**src/rtl/fperm_tbl_loader.sv**
```systemverilog
// fperm_tbl_loader: streams DEPTH words into a table port.
// Define FPERM_TBL_VERIFY_EN to add read-back and XOR signature check.
module fperm_tbl_loader #(
  parameter int         DEPTH  = 8,
  parameter int         RD_LAT = 2,
  parameter logic [1:0] FTYPE  = 2'b00
) (
  input  logic        clk,
  input  logic        rst,
  input  logic        start,
  input  logic        in_valid,
  output logic        in_ready,
  input  logic [67:0] in_data,
  output logic        tbl_write,
  output logic        tbl_read,
  output logic [2:0]  tbl_xtra,
  output logic [67:0] tbl_A,
  output logic [67:0] tbl_B,
  input  logic [67:0] tbl_rdata,
  output logic        busy,
  output logic        done,
  output logic        err
);

  typedef enum logic [2:0] {
    IDLE,
    LOAD,
    VERIFY,
    DRAIN,
    FIN
  } state_t;

  localparam logic [2:0] LAST = 3'(DEPTH - 1);

  state_t      state;
  logic [2:0]  idx;
  logic [67:0] wsig;
  logic        xfer;
  logic        rd;
  logic        acc;

  assign xfer      = (state == LOAD) && in_valid;
  assign acc       = xfer || rd;
  assign busy      = (state != IDLE);
  assign done      = (state == FIN);
  assign in_ready  = (state == LOAD);
  assign tbl_write = xfer;
  assign tbl_read  = rd;
  assign tbl_xtra  = acc ? idx : 3'd0;
  assign tbl_A     = acc ? {FTYPE, 66'b0} : 68'b0;
  assign tbl_B     = xfer ? in_data : 68'b0;

`ifdef FPERM_TBL_VERIFY_EN
  logic [RD_LAT-1:0] vld;
  logic [67:0]       rsig;
  logic              err_q;

  assign rd  = (state == VERIFY);
  assign err = err_q;
`else
  logic unused_rd;

  assign rd        = 1'b0;
  assign err       = 1'b0;
  assign unused_rd = ^tbl_rdata;
`endif

  always_ff @(posedge clk) begin
    if (!rst) begin
      state <= IDLE;
      idx   <= '0;
      wsig  <= '0;
`ifdef FPERM_TBL_VERIFY_EN
      vld   <= '0;
      rsig  <= '0;
      err_q <= 1'b0;
`endif
    end else begin
`ifdef FPERM_TBL_VERIFY_EN
      // vld[k] marks a read issued k+1 cycles ago
      vld[0] <= rd;
      for (int i = 1; i < RD_LAT; i++)
        vld[i] <= vld[i-1];
      if (vld[RD_LAT-1])
        rsig <= rsig ^ tbl_rdata;
`endif
      unique case (state)
        IDLE: begin
          if (start) begin
            state <= LOAD;
            idx   <= '0;
            wsig  <= '0;
`ifdef FPERM_TBL_VERIFY_EN
            rsig  <= '0;
            err_q <= 1'b0;
`endif
          end
        end
        LOAD: begin
          if (in_valid) begin
            wsig <= wsig ^ in_data;
            if (idx == LAST) begin
              idx   <= '0;
`ifdef FPERM_TBL_VERIFY_EN
              state <= VERIFY;
`else
              state <= FIN;
`endif
            end else begin
              idx <= idx + 3'd1;
            end
          end
        end
`ifdef FPERM_TBL_VERIFY_EN
        VERIFY: begin
          if (idx == LAST) begin
            idx   <= '0;
            state <= DRAIN;
          end else begin
            idx <= idx + 3'd1;
          end
        end
        DRAIN: begin
          if (vld == '0) begin
            err_q <= (rsig != wsig);
            state <= FIN;
          end
        end
`endif
        FIN: begin
          state <= IDLE;
        end
        default: begin
          state <= IDLE;
        end
      endcase
    end
  end

endmodule

```
**config.mk**
```make
export PLATFORM = sky130hd
export DESIGN_NAME = fperm_tbl_loader
export DESIGN_NICKNAME = d
export VERILOG_FILES = /design/src/rtl/fperm_tbl_loader.sv
export SDC_FILE = /design/constraint.sdc
export NUM_CORES = 1
export LEC_CHECK = 0
export ABC_AREA = 1
export CAP_MARGIN = 25
export CORE_AREA = 4 4 107 109
export DETAILED_ROUTE_END_ITERATION = 10
export DIE_AREA = 0 0 111 113
export SYNTH_ARGS = -nofsm -noshare
export SYNTH_HDL_FRONTEND = slang
export SYNTH_SLANG_ARGS = --single-unit
```
**constraint.sdc**
```tcl
create_clock -name clk -period 1.9 [get_ports clk]
set_input_delay 0.38 -clock clk [delete_from_list [all_inputs] [get_ports clk]]
set_output_delay 0.38 -clock clk [all_outputs]
set_load 0.02 [all_outputs]
```
== Word-level counts from Yosys, hierarchy flattened ==
Cells that the tools add are included.

* Register bits: 6
* Latch bits: 0
* Memory bits (writable): 0
* Bits in read-only memories: 0
* Output and inout bits: 145
* Word-level logic and storage cells: 25
* Memories: 0

* Add/subtract/negate cells: 1
* Multiply operators: 0
* Divide/modulo/power cells: 0
* Magnitude comparators: 0
* Eq/ne operators: 6
* Shift operators: 0
* Multiplexer cells: 10
* Bitwise logic cells: 0
* Reductions and logical operators: 6

{| class="wikitable"
|+ Operators by type and width
! kind !! number
|-
| 68-bit 2-to-1 mux || 1
|-
| 3-bit 2-to-1 mux || 7
|-
| 3-bit case mux with 2 select lines || 2
|-
| 3-bit equality test, second input constant || 2
|-
| 3-bit AND reduction || 2
|-
| 2-bit inequality test, second input constant || 2
|-
| 3-bit by 1-bit adder with 3-bit output, second input constant || 1
|-
| 3-bit by 1-bit equality test with 1-bit output, second input constant || 1
|-
| 3-bit logical NOT || 1
|-
| 3-bit nonzero test || 1
|-
| 2-bit by 1-bit inequality test with 1-bit output, second input constant || 1
|-
| 2-bit nonzero test || 1
|-
| 1-bit logical AND || 1
|}

== Depth between registers and ports, before layout ==
Gate-level depths: netlist of run 1.

* Word-level depth: 4
* Mapped depth: 7
* Mapped depth without buffers: 7

== Worst setup path after synthesis of run 1 ==
Ideal clock, no wire load.

* Path type: reg2out
* Start: register state[0]
* End: output port tbl_B[28]
* Data arrival time: 1,056 ps
* Path slack: 464 ps
* Stages on the path, launching flop included: 5
* Buffers on the path: 2
* Cells stage by stage: dfxtp_1 -> nand3_2 -> buf_6 -> buf_6 -> nor2_1

* Word-level cells in the longest chain between the ends: 3

{| class="wikitable"
|+ RTL lines
! item !! RTL line !! source
|-
| from (decl) || 35 || <nowiki>state_t state;</nowiki>
|-
| from (signal assigned) || 70 || <nowiki>state <= IDLE;</nowiki>
|-
| from (signal assigned) || 90 || <nowiki>state <= LOAD;</nowiki>
|-
| from (signal assigned) || 107 || <nowiki>state <= FIN;</nowiki>
|-
| 3-bit by 1-bit equality test with 1-bit output || 42 || <nowiki>assign xfer = (state == LOAD) && in_valid;</nowiki>
|-
| 1-bit logical AND || 42 ||
|-
| 68-bit 2-to-1 mux || 51 || <nowiki>assign tbl_B = xfer ? in_data : 68'b0;</nowiki>
|-
| to (decl) || 18 || <nowiki>output logic [67:0] tbl_B,</nowiki>
|}

Every way passes these cells.

== Final worst setup path of run 1 ==
* Start: register state[2]
* End: output port tbl_B[14]

Same word-level chain as after synthesis.

==> Implementation_results.wiki, run 1 <==
{| class="wikitable"
! Metric !! Value
|-
| Total met2 wirelength after detailed routing || about 2500 microns
|-
| Level count of the clock H-tree || 1
|-
| Final weighted congestion of routability-driven global placement || 0.782
|-
| Via count of the first global-routing pass || between 1500 and 2000
|-
| Clock tree root driver cell || clkbuf_8
|-
| Width of the chip || ~110 microns
|-
| Post-DR wirelength/cell || between 8 and 9 microns
|-
| TritonCTS Buffers || 3
|-
| Endpoint required time on the critical path || around 1500 ps
|-
| Count of final setup violators || 0
|-
| Hold Violations, Final || 0
|-
| Critical path fanouts, max || 21
|-
| Final Hold Slack || ~570 ps
|-
| All-layer global routing usage || 6.71%
|-
| Synth Warn # || 0
|-
| Top area cells in the synthesized netlist || buf_4, inv_1, nor2_1
|-
| Sort of element at the start of the critical path || flop
|-
| Residual DRC count || 0
|-
| Number of flops mapped to enable cells by yosys || 0
|-
| Number of rows created at floorplan || 38
|-
| Arrival time at the worst endpoint || approximately 1500 ps
|-
| Post-route cell area || 0.00289 sq mm
|-
| Internal portion of total power || roughly 510 uW
|-
| Core region area || approximately 0.011 sq mm
|-
| Fraction of synthesized cell area taken by the top area cell type || between 30% and 40%
|-
| Comb power frac || ~64%
|-
| Type of the worst min-delay path || flop to flop
|-
| NumNets Final || 556
|-
| Yosys cell types || 15
|-
| Number of top-level design ports || ~290
|-
| Sequential cell fraction of total power || between 10% and 20%
|-
| Largest voltage drop on the vdd net || between 150 and 200 uV
|-
| Final worst path period need || 1840 ps
|-
| Start-to-end type of the worst setup path || flop to primary output
|-
| Antenna-violating nets left || 0
|-
| Clock-pin slew of the registers on the worst-case setup and hold paths || around 30 ps
|-
| Detailed placer's ending HPWL || 4190 microns
|-
| Endpoint type of the worst setup path || primary output
|-
| Share of power burned in the clock network || about 23%
|-
| Leakage dissipation || approximately 0.0016 uW
|-
| Area overhead of the layout relative to synthesis || 101%
|-
| Fmax || between 500 and 600 MHz
|-
| Final instance count without filler cells || about 550
|-
| Most used flip-flop cell after synthesis || dfxtp_1
|-
| Drt first pass iters || 4
|-
| List of cells traversed by the critical path || inv_1 -> nand3_4 -> bufbuf_16 -> nor2_1 -> clkdlybuf4s15_2
|-
| Commonest cells post-synth || inv_1, nor2_1, buf_4
|-
| Switching power of the nets || 389 uW
|-
| Number of placed instances with taps included || between 500 and 600
|-
| RSZ-0062 raised after global routing || false
|-
| Maximum capacitance violations || 0
|-
| Slowest stage cell, crit path || bufbuf_16
|-
| Number of port buffers || between 100 and 150
|-
| Final max-slew violation count || 0
|-
| Uppermost layer routed || met4
|-
| Mean instance size in the synthesized netlist || between 5 and 6 sq um
|-
| Sequential share of the synthesized area || 6.97%
|-
| M1 wire length || 1580 microns
|-
| Status || completed
|-
| Starting density of the core || about 14%
|-
| Inserted Diodes || 0
|-
| Setup TNS || 0 ps
|-
| Routed wire length || just under 5000 microns
|-
| Total clock sinks || 5
|-
| Crit path max-delay family || buffers and inverters
|-
| Slowest stage delay, CP || between 300 and 400 ps
|-
| Initial antenna violation count || 0
|-
| TritonCTS clock tree || yes
|-
| Die Ht || between 100 and 150 microns
|-
| Synth Register Bits || 5
|-
| Largest buffer count on any clock path || 2
|-
| Most numerous cell in the Yosys netlist || inv_1
|-
| Power Density || ~300 mW/mm^2
|-
| Max Clock Skew || ~3.8 ps
|-
| Mapped Area || ~0.0014 sq mm
|-
| Switching Fraction || a little over two fifths
|-
| First-pass GRT wire length || between 7000 and 8000 microns
|-
| Leading area contributor after synthesis || buf_4
|-
| Final period util || between 90% and 100%
|-
| Clock insertion delay at the later pin of the skew report || about 230 ps
|-
| Detailed route wirelength on metal3 || 767 microns
|-
| Vias || ~1700
|-
| Share of flip-flops with an asynchronous set or reset after synthesis || 0%
|-
| Fraction of final layout cells with drive strength greater than 1 || between 20% and 30%
|-
| Number of fillers in the final layout || between 1000 and 1500
|-
| Count of routing violations after the opening detailed-route iteration || 18
|-
| Maximum number of pins on one net before global-route repair || 30
|-
| Die Footprint || about 0.013 sq mm
|-
| Overflow left after global routing || 0
|-
| Cell count after synthesis || 265
|-
| Drt via density || 3.08
|-
| Instance area after placement || about 0.0028 sq mm
|-
| Critical path buffers and inverters || 3
|}
## worst reg2reg max path: stages, from the launching register on
cell and delay, ps:
dfxtp_1 320, ha_1 210, ha_1 230, nor2_1 110
nand2_1 50, nand2_1 60, inv_1 30, nor2_1 80
## layer usage
layer  vias to the layer above  global-route usage, %
li1                        873                      -
met1                       697                   6.20
met2                       127                   12.9
met3                         5                   3.48
met4                         0                   1.72
met5                         -                      0
## worst paths after layout
kind | endpoint | slack (ps) | cells past startpoint | startpoint
setup reg to reg | idx[1] | 740 | 7 | idx[0]
setup / recovery | tbl_B[14] | 60 | 5 | state[2]
hold / removal | state[0] | 570 | 4 | state[2]
hold reg to reg | state[0] | 570 | 4 | state[2]
## metrics by stage
stage               utilization (%)  power [uW]  setup WS (ps)
global route                   27.3         954          0.149
detailed placement             26.3         704           -555
CTS                            27.9         910           6.40
floorplan                         -         541            464
global placement               26.3         698           -516
finish                         27.3         894           60.0
## placed cells by master (no fill, tap or decap)
| cell type | netlist | final |
|---|---|---|
| clkdlybuf4s15_2 | 0 | 57 |
| dlymetal6s2s_1 | 0 | 2 |
| dfxtp_1 | 5 | 5 |
| nand3_4 | 0 | 1 |
| nand2_1 | 10 | 10 |
| bufbuf_16 | 0 | 1 |
| a31oi_1 | 1 | 1 |
| nor2_1 | 72 | 72 |
| conb_1 | 1 | 70 |
| a21oi_1 | 1 | 1 |
| dlygate4sd2_1 | 0 | 3 |
| nor2_2 | 9 | 9 |
| buf_2 | 3 | 13 |
| nand3_1 | 4 | 4 |
| clkdlybuf4s15_1 | 0 | 1 |
| buf_4 | 70 | 4 |
| clkbuf_1 | 0 | 1 |
| ha_1 | 2 | 2 |
| inv_1 | 80 | 80 |
| clkbuf_8 | 0 | 3 |
| clkdlybuf4s50_1 | 0 | 70 |
| buf_8 | 0 | 1 |
| buf_12 | 0 | 1 |
| o21ai_0 | 1 | 1 |
## sequential cells by signal (all words and copies together), names as in the netlist
register,count
idx,3
state,2
## power groups by stage
stage          sequential, uW  clock [uW]  combinational [uW]
2_1_floorplan             119           0                 422
3_3_place_gp              119           0                 579
3_5_place_dp              119           0                 585
4_1_cts                   118         209                 583
5_1_grt                   119         216                 619
6_report                  118         201                 574
## area by class of cell
cell class / count / area [sq um] / area share (%)
well taps: 140 / 175 / 6.06
repair buffers: 153 / 1570 / 54.2
flip-flops and latches: 5 / 100 / 3.46
clock buffers: 4 / 45.0 / 1.56
multi-input cells: 171 / 706 / 24.4
inverters: 80 / 300 / 10.4
## cells by family after synthesis
logic type,Yosys count,synth area share [%]
AOI/OAI and AO/OA,3,1.13
DFF,5,6.97
buffers and inverters,158,62.5
other,1,0.261
and+or+nand+nor,96,27.4
adders and majority gates,2,1.74
## what timing repair did
item,CTS,global route
setup endpoints to repair,73,22
hold buffers,0,0
resized for setup,218,15
gates cloned,1,0
buffers inserted,0,0
(Power assumes the default switching activity.)
==> run 2: changes to the inputs <==
--- a/config.mk
+++ b/config.mk
@@ -10,6 +10,7 @@
 export CORE_AREA = 4 4 107 109
 export DETAILED_ROUTE_END_ITERATION = 10
 export DIE_AREA = 0 0 111 113
+export SETUP_SLACK_MARGIN = 0.5
 export SYNTH_ARGS = -nofsm -noshare
 export SYNTH_HDL_FRONTEND = slang
 export SYNTH_SLANG_ARGS = --single-unit
==> run 2 against run 1 <==
Worst setup slack better by 130 ps. Cell count rose by 1.6%. Non-clock buffer count grew 9. Clock-buffer cell count unchanged. Register-to-register slack about the same. Sequential share of layout area down 0.21 points. Cell area grew 9.2%. Clock power barely moved. Core utilization is 2.5 points higher. Critical endpoint is now tbl_B[44]. Largest cell class unchanged.
==> Implementation_results.wiki, run 2 (synthesis gave the netlist of run 1 again) <==
{| class="wikitable"
! Metric !! Value
|-
| Status || completed
|-
| Clock-pin slew of the registers on the worst-case setup and hold paths || 30 ps (about the same)
|-
| Largest voltage drop on the vdd net || 165 uV (+1.4%)
|-
| Endpoint type of the worst setup path || primary output
|-
| First-pass GRT wire length || 7310 microns (+4.1%)
|-
| Type of the worst min-delay path || input pin to flop
|-
| Final Hold Slack || 552 ps (-23.0 ps)
|-
| Most common library cell in the layout ignoring fill and taps || inv_1
|-
| Uppermost layer routed || met4
|-
| Via count of the first global-routing pass || 1606 (+2.1%)
|-
| Critical path fanouts, max || 7 (-67%)
|-
| Inserted Diodes || 0 (unchanged)
|-
| Endpoint required time on the critical path || 1520 ps (about the same)
|-
| Final worst path period need || 1710 ps (-129 ps)
|-
| NumNets Final || 565 (+1.6%)
|-
| Number of top-level design ports || 285 (unchanged)
|-
| Total met2 wirelength after detailed routing || 2970 microns (+20%)
|-
| Vias || 1803 (+5.9%)
|-
| Clock insertion delay at the later pin of the skew report || 230 ps (about the same)
|-
| TritonCTS Buffers || 3 (unchanged)
|-
| Sort of element at the start of the critical path || flop
|-
| Instance area after placement || 0.00279 sq mm (unchanged)
|-
| Number of placed instances with taps included || 548 (unchanged)
|-
| Post-DR wirelength/cell || 9.90 microns (+13%)
|-
| Number of hold buffers added after cts || 0 (unchanged)
|-
| Die Ht || 113 microns (unchanged)
|-
| Fmax || 584 MHz (+7.5%)
|-
| M1 wire length || 1830 microns (+16%)
|-
| Power Density || 315 mW/mm^2 (+2.0%)
|-
| Leading registers by flop count || idx x3, state x2
|-
| Largest buffer count on any clock path || 2 (unchanged)
|-
| Number of rows created at floorplan || 38 (unchanged)
|-
| Detailed placer's ending HPWL || 4190 microns (unchanged)
|-
| Starting density of the core || 13.5% (unchanged)
|-
| TritonCTS clock tree || yes
|-
| Drt via density || 3.21 (+4.2%)
|-
| Detailed route wirelength on metal3 || 709 microns (-7.6%)
|-
| Level count of the clock H-tree || 1 (unchanged)
|-
| Hold Violations, Final || 0 (unchanged)
|-
| Number of port buffers || 146 (unchanged)
|-
| Clock tree root driver cell || clkbuf_8
|-
| Final weighted congestion of routability-driven global placement || 0.782 (unchanged)
|-
| Final max-slew violation count || 0 (unchanged)
|-
| Design Power || 995 uW (+11%)
|-
| Width of the chip || 111 microns (unchanged)
|-
| Initial antenna violation count || 0 (unchanged)
|-
| Overflow left after global routing || 0 (unchanged)
|-
| Die Footprint || 0.0125 sq mm (unchanged)
|-
| Final instance count without filler cells || 562 (+1.6%)
|-
| Reg with most FFs || idx
|-
| Fraction of final layout cells with drive strength greater than 1 || 33.2% (+11 points)
|-
| Largest register FFs || 3 (unchanged)
|-
| Routed wire length || 5560 microns (+15%)
|-
| Total clock sinks || 5 (unchanged)
|-
| Area overhead of the layout relative to synthesis || 120%
|-
| Leakage dissipation || 0.00179 uW (+9.6%)
|-
| Maximum capacitance violations || 0 (unchanged)
|-
| Drt first pass iters || 4 (unchanged)
|-
| Residual DRC count || 0 (unchanged)
|-
| Final period util || 90.1% (-6.8 points)
|-
| Post-route cell area || 0.00316 sq mm (+9.2%)
|-
| Maximum number of pins on one net before global-route repair || 22 (-27%)
|-
| Count of routing violations after the opening detailed-route iteration || 15 (-3)
|-
| Antenna-violating nets left || 0 (unchanged)
|-
| All-layer global routing usage || 7.01% (+0.30 points)
|-
| Core region area || 0.0106 sq mm (unchanged)
|-
| Start-to-end type of the worst setup path || flop to primary output
|-
| Most used cells in the layout excluding fill and tap cells || inv_1, conb_1, clkdlybuf4s50_1, nor2_1
|-
| RSZ-0062 raised after global routing || true
|-
| Max Clock Skew || 3.43 ps (-0.400 ps)
|-
| Count of final setup violators || 0 (unchanged)
|-
| Arrival time at the worst endpoint || 1330 ps (-130 ps)
|}
## run 2: changes by cell type in the layout (fill, tap and decap cells not counted), moves of 3 or more
| cell | delta |
|---|---|
| nor2_1 | -29 |
| dlygate4sd2_1 | -3 |
| buf_6 | +34 |
| nor2_2 | +3 |
| inv_1 | -3 |
| buf_12 | +3 |
| buf_4 | +30 |
| clkdlybuf4s15_2 | -55 |
| nor2_4 | +26 |
## run 2: layout make-up
type	instances	area [sq um]
inverters	80	303
multi-input cells	171	916
flip-flops and latches	5	103
fillers	1151	7440
clock buffers	4	45.0
repair buffers	162	1620
well taps	140	175
## run 2: metal layers
| metal | track usage, % | vias up |
|---|---|---|
| met3 | 3.21 | 5 |
| met5 | 0 | - |
| li1 | - | 898 |
| met1 | 6.81 | 775 |
| met4 | 1.72 | 0 |
| met2 | 13.5 | 125 |
## run 2: critical path, stage by stage (launching register included)
cell and delay [ps]:
dfxtp_2 310, inv_2 70, nand3_4 150, buf_12 180
clkbuf_16 170, nor2_2 90, buf_6 120
## run 2: metrics by stage
step           TNS (ps)  util, %  setup slack [ps]
2_1_floorplan         0        -               464
3_3_place_gp     -34100     26.3              -516
3_5_place_dp     -35210     26.3              -555
4_1_cts               0     26.8               167
5_1_grt               0     29.8               138
6_report              0     29.8               189
## run 2: timing repair
action	CTS	global route
gates cloned	2	3
gates resized for setup	389	75
buffers inserted	3	2
pin swaps	1	2
endpoints found under the hold margin	0	0
setup endpoints to repair	75	75
## run 2: report_power, final
group	switching [uW]	leakage [uW]	total [uW]	internal [uW]
registers	5.15	0.0000419	118	113
logic	377	0.00172	675	297
clock network	57.5	0.0000228	202	144
total	440	0.00179	995	555
## run 2: worst paths after layout
| check | start | endpoint | slack [ps] | cells after the start |
|---|---|---|---|---|
| min reg2reg | idx[1] | idx[1] | 580 | 4 |
| min | in_valid | state[2] | 550 | 3 |
| max reg2reg | idx[0] | idx[1] | 740 | 7 |
| max | state[2] | tbl_B[44] | 190 | 6 |
